## src/rtl/pe_weight_loader.sv

```systemverilog
// Control stage in front of one weight-stationary PE. It streams weights into the
// scratchpad, then fetches and latches one weight and sequences the accumulate beats.
module pe_weight_loader #(
  parameter int MEM_ADDR_BITWIDTH = 10,
  parameter int WGT_BITWIDTH      = 8,
  parameter int LEN_BITWIDTH      = 16
) (
  input  logic                         clk,
  input  logic                         reset_n,
  input  logic                         wgt_in_valid,
  output logic                         wgt_in_ready,
  input  logic [WGT_BITWIDTH-1:0]      wgt_in_data,
  input  logic                         wgt_in_last,
  input  logic                         load_start,
  input  logic                         comp_start,
  input  logic [MEM_ADDR_BITWIDTH-1:0] sel_addr,
  input  logic [LEN_BITWIDTH-1:0]      comp_len,
  input  logic                         act_valid,
  output logic                         write_req_w_mem,
  output logic [MEM_ADDR_BITWIDTH-1:0] w_addr_w_mem,
  output logic [WGT_BITWIDTH-1:0]      w_data_w_mem,
  output logic                         read_req_w_mem,
  output logic [MEM_ADDR_BITWIDTH-1:0] r_addr_w_mem,
  output logic                         reset_ws_reg,
  output logic                         ws_en,
  output logic                         ws_mux,
  output logic                         wrt_en_reg,
  output logic [MEM_ADDR_BITWIDTH:0]   loaded_count,
  output logic                         busy,
  output logic                         done,
  output logic                         err
);

  typedef enum logic [2:0] {
    S_IDLE,
    S_LOAD,
    S_FETCH,
    S_CAPTURE,
    S_COMPUTE
  } state_t;

  localparam logic [MEM_ADDR_BITWIDTH:0] LP_LAST_SLOT = {1'b0, {MEM_ADDR_BITWIDTH{1'b1}}};
  localparam logic [MEM_ADDR_BITWIDTH:0] LP_CNT_ONE   = {{MEM_ADDR_BITWIDTH{1'b0}}, 1'b1};
  localparam logic [LEN_BITWIDTH-1:0]    LP_BEAT_ONE  = {{(LEN_BITWIDTH-1){1'b0}}, 1'b1};

  state_t                         r_state;
  logic [MEM_ADDR_BITWIDTH:0]     r_loaded_count;
  logic [MEM_ADDR_BITWIDTH-1:0]   r_rd_addr;
  logic [LEN_BITWIDTH-1:0]        r_len;
  logic [LEN_BITWIDTH-1:0]        r_beat;
  logic                           r_done;
  logic                           r_err;

  logic                           w_wr_fire;
  logic                           w_last_slot;
  logic                           w_cmd_bad;
  logic                           w_in_pass;
  logic [LEN_BITWIDTH-1:0]        w_beat_next;

  // The load counter doubles as the write address; it never wraps because the
  // burst is cut off after the top slot is written.
  assign w_wr_fire   = wgt_in_valid && (r_state == S_LOAD);
  assign w_last_slot = (r_loaded_count == LP_LAST_SLOT);
  assign w_cmd_bad   = (comp_len == '0) || ({1'b0, sel_addr} >= r_loaded_count);
  assign w_in_pass   = (r_state == S_CAPTURE) || (r_state == S_COMPUTE);
  assign w_beat_next = r_beat + LP_BEAT_ONE;

  assign wgt_in_ready    = (r_state == S_LOAD);
  assign write_req_w_mem = w_wr_fire;
  assign w_addr_w_mem    = w_wr_fire ? r_loaded_count[MEM_ADDR_BITWIDTH-1:0] : '0;
  assign w_data_w_mem    = w_wr_fire ? wgt_in_data : '0;
  assign read_req_w_mem  = (r_state == S_FETCH);
  assign reset_ws_reg    = (r_state == S_FETCH);
  assign r_addr_w_mem    = r_rd_addr;
  assign ws_en           = (r_state == S_CAPTURE);
  assign ws_mux          = (r_state == S_CAPTURE);
  assign wrt_en_reg      = act_valid && w_in_pass;
  assign loaded_count    = r_loaded_count;
  assign busy            = (r_state != S_IDLE);
  assign done            = r_done;
  assign err             = r_err;

  // NOTE: all state lives in this one block and uses non-blocking assignments, so
  // every decision below sees the pre-edge register values.
  always_ff @(posedge clk or negedge reset_n) begin
    if (!reset_n) begin
      r_state        <= S_IDLE;
      r_loaded_count <= '0;
      r_rd_addr      <= '0;
      r_len          <= '0;
      r_beat         <= '0;
      r_done         <= 1'b0;
      r_err          <= 1'b0;
    end else begin
      r_done <= 1'b0;
      r_err  <= 1'b0;
      case (r_state)
        S_IDLE: begin
          if (load_start) begin
            r_state        <= S_LOAD;
            r_loaded_count <= '0;
          end else if (comp_start) begin
            if (w_cmd_bad) begin
              r_err <= 1'b1;
            end else begin
              r_state   <= S_FETCH;
              r_rd_addr <= sel_addr;
              r_len     <= comp_len;
              r_beat    <= '0;
            end
          end
        end
        S_LOAD: begin
          if (w_wr_fire) begin
            r_loaded_count <= r_loaded_count + LP_CNT_ONE;
            if (wgt_in_last || w_last_slot) begin
              r_state <= S_IDLE;
            end
            // Filling the last slot while the stream still has words is an overflow.
            if (w_last_slot && !wgt_in_last) begin
              r_err <= 1'b1;
            end
          end
        end
        S_FETCH: begin
          r_state <= S_CAPTURE;
        end
        S_CAPTURE, S_COMPUTE: begin
          if (act_valid) begin
            r_beat <= w_beat_next;
          end
          if (act_valid && (w_beat_next == r_len)) begin
            r_state <= S_IDLE;
            r_done  <= 1'b1;
          end else begin
            r_state <= S_COMPUTE;
          end
        end
        default: begin
          r_state <= S_IDLE;
        end
      endcase
    end
  end

endmodule

```

## config.mk

```make
export PLATFORM = sky130hd
export DESIGN_NAME = pe_weight_loader
export DESIGN_NICKNAME = d
export VERILOG_FILES = /design/src/rtl/pe_weight_loader.sv
export SDC_FILE = /design/constraint.sdc
export NUM_CORES = 1
export LEC_CHECK = 0
export CORE_MARGIN = 8
export CORE_UTILIZATION = 45
export CTS_CLUSTER_DIAMETER = 100
export DETAILED_ROUTE_END_ITERATION = 16
export PLACE_DENSITY = 0.78
export SYNTH_ARGS = -nofsm -noshare
export SYNTH_HDL_FRONTEND = slang
export SYNTH_SLANG_ARGS = --single-unit
```

## constraint.sdc

```tcl
create_clock -name clk -period 2.6 [get_ports clk]
set_clock_uncertainty 0.2 [all_clocks]
set_input_delay 0.39 -clock clk [delete_from_list [all_inputs] [get_ports clk]]
set_output_delay 0.39 -clock clk [all_outputs]
set_load 0.01 [all_outputs]
```

==> flow_summary.json <==
{
  "grtUsageTotal_pct": 19.1,
  "synth-seq-cells": 58,
  "drtIter0Drc": 255,
  "clk-insertion-delay-late_ns": 0.34,
  "synthTopCellsByArea": "dfrtp_1, mux2_2, xnor2_1",
  "drt-total-wl_mm": 10.4,
  "finalHoldViolations": 0,
  "ant_nets": 0,
  "die_area_um2": 10800,
  "intPower_uw": 2650,
  "dp.cells": 567,
  "cts.sinks": 58,
  "dp_slack_ns": -0.229,
  "area_growth_pct": 41.2,
  "p_per_area_nw_per_um2": 836,
  "synthesis.nets": 424,
  "netlist.area_leader.share_pct": 41.7,
  "cts_buffer_depth": 2,
  "grt_max_degree": 34,
  "run_status": "complete, no violations",
  "rows": 32,
  "p_switching_uw": 1460,
  "dieWidth_um": 104,
  "final_cell_mix": "clkdlybuf4s50_1, dfrtp_1, nor2_1, nand2_1, buf_4",
  "diodes": 0,
  "final_cells": 587,
  "cts.htree.levels": 3,
  "synth_area_leader_cell": "dfrtp_1",
  "power.leakage_uw": 0.00229,
  "io_pins": 90,
  "ys.flop_type": "dfrtp_1",
  "dpl-instance-area_um2": 4600,
  "hold_class": "reg2reg",
  "hpwl_mm": 7.73,
  "synth_cell_types": 53,
  "ir_drop_mv": 0.494,
  "tightestPinTransition_ns": 0.641,
  "layout.nets": 533,
  "antenna_found_initial": 0,
  "cts_tree": "done",
  "clkTransAtPathRegs_ns": 0.08,
  "final_area_um2": 4920,
  "synth_warnings": 0,
  "cts_inserted_buffers": 9,
  "start_util_pct": 45.8,
  "swShare_pct": 35.5,
  "start_kind": "flop",
  "setup-violations-final": 0,
  "slew_violations": 0,
  "post_drt_wl_per_cell_um": 17.7,
  "fmax_mhz": 393,
  "maxSlewHeadroom_pct": 57.2,
  "clockPowerShare_pct": 22.6,
  "cts_root_buffer": "clkbuf_8",
  "grt_first_pass_wirelength_mm": 17.0,
  "arrival_ns": 2.62,
  "via_per_inst": 5.64,
  "power_uw": 4110,
  "critPathMaxFanout": 5,
  "seqPwrFrac_pct": 34.1,
  "gp_congestion": 0.881,
  "syn_avg_cell_area_um2": 9.39,
  "dr.pass1.iters": 5,
  "maxCapViolations": 0,
  "grt_pass1_vias": 3303,
  "fin_ws_ns": 0.0546,
  "ys_seq_area_share_pct": 41.7,
  "cp.required_ns": 2.68,
  "post-route-period-util_pct": 97.9,
  "die_height_um": 104,
  "vias": 3309,
  "final_layout_size_suffix_gt1_share_pct": 18.1,
  "syn-cell-area_um2": 3480,
  "endpoint_kind": "flop",
  "portBuffers": 89,
  "combinationalPowerShare_pct": 43.3,
  "final_common_cell": "clkdlybuf4s50_1",
  "worstSetupPathType": "reg2reg",
  "fin_crit_ns": 2.55,
  "finalCoreUtilization_pct": 64.7,
  "overflow": 0,
  "synthArstFlopShare_pct": 100,
  "core_area_um2": 7610,
  "syn_inst": 371,
  "synth-edff-count": 0,
  "drc_errors": 0
}
-- cells in the mapped netlist (2+ instances only) --
cell type  number
mux2i_1         2
inv_1          17
clkbuf_1       13
nor2_1         38
mux2_2         26
buf_1           2
nor2b_1         3
o211ai_1        5
buf_6           3
a31oi_1        14
nand3_1        13
buf_4           2
nand2_1        28
xor2_1          4
a21oi_1        16
a21o_1          5
ha_1           12
nor4_1          6
nor3_1          7
xnor2_1        22
nand4_1         9
or2_2           2
or4_1           4
and3_1         12
or3_1           3
nor3b_1         3
dfrtp_1        58
o21ai_0        17
-- power by group through the flow --
| stage | registers (uW) | clock network [uW] | logic, uW |
|---|---|---|---|
| after CTS | 1390 | 937 | 1750 |
| after global routing | 1420 | 992 | 1930 |
| final | 1400 | 931 | 1780 |
| after detailed placement | 1400 | 0 | 1730 |
| after global placement | 1390 | 0 | 1680 |
| after floorplan | 1390 | 0 | 951 |
-- through the flow --
step | setup TNS, ns | hold WS [ns]
after floorplan | 0 | -0.106
after global placement | -5.99 | 0.239
after detailed placement | -7.07 | 0.246
after CTS | 0 | 0.322
after global routing | -0.0403 | 0.328
final | 0 | 0.318
-- layer usage --
| layer | track usage [%] | wire, um | vias to the layer above | share of wire (%) |
|---|---|---|---|---|
| met5 | 0 | 0 | - | 0 |
| met1 | 23.5 | 4220 | 1623 | 41 |
| li1 | - | - | 1546 | - |
| met4 | 7.55 | 204 | 0 | 2.0 |
| met3 | 5.39 | 662 | 18 | 6.4 |
| met2 | 30.9 | 5320 | 122 | 51 |
-- state kept, by name (all words and copies together), names as in the netlist --
register / cells
r_beat: 16
r_len: 16
loaded_count: 11
r_addr_w_mem: 10
r_state: 3
done: 1
err: 1
-- area by class of cell --
| class | count | area (um^2) |
|---|---|---|
| Clock inverter | 7 | 93.8 |
| Multi-Input combinational cell | 272 | 1850 |
| Tap cell | 102 | 128 |
| Inverter | 18 | 67.6 |
| Fill cell | 603 | 2690 |
| Timing Repair Buffer | 121 | 1200 |
| Clock buffer | 9 | 124 |
| Sequential cell | 58 | 1450 |
-- cell families (layout without fill, tap and decap cells) --
logic type / after synthesis / after routing / share of synthesized area, %
xor+xnor: 26 / 26 / 6.53
compound gates: 68 / 68 / 12.2
fa+ha+maj: 12 / 12 / 4.31
mux: 28 / 28 / 8.98
flops: 58 / 58 / 41.7
simple gates: 138 / 138 / 20.6
buf+inv: 41 / 155 / 5.67
-- worst paths after layout --
check	to	start	cells after the start	slack, ns
min in group asynchronous	r_addr_w_mem[4]	reset_n	2	0.42
min reg2reg	r_addr_w_mem[0]	r_addr_w_mem[0]	1	0.32
min	r_addr_w_mem[0]	r_addr_w_mem[0]	1	0.32
max reg2reg	done	r_beat[1]	7	0.05
max	done	r_beat[1]	7	0.05
max in group asynchronous	r_len[9]	reset_n	3	1.17
-- repair_timing --
item	4_1_cts	5_1_grt
pin swaps	0	3
gates cloned	0	1
endpoints found under the hold margin	25	0
gates resized for setup	4	18
setup endpoints to repair	9	35
setup buffers	0	2
hold buffers	1	0
-- critical path, stage by stage (launching register included) --
cell and delay [ns]:
dfrtp_1 0.43, ha_1 0.20, nand3_1 0.21, or4_1 0.66, xnor2_1 0.22, o211ai_1 0.18, nor4_4 0.21, and2_1 0.16
Power figures use the tool's default switching activity.
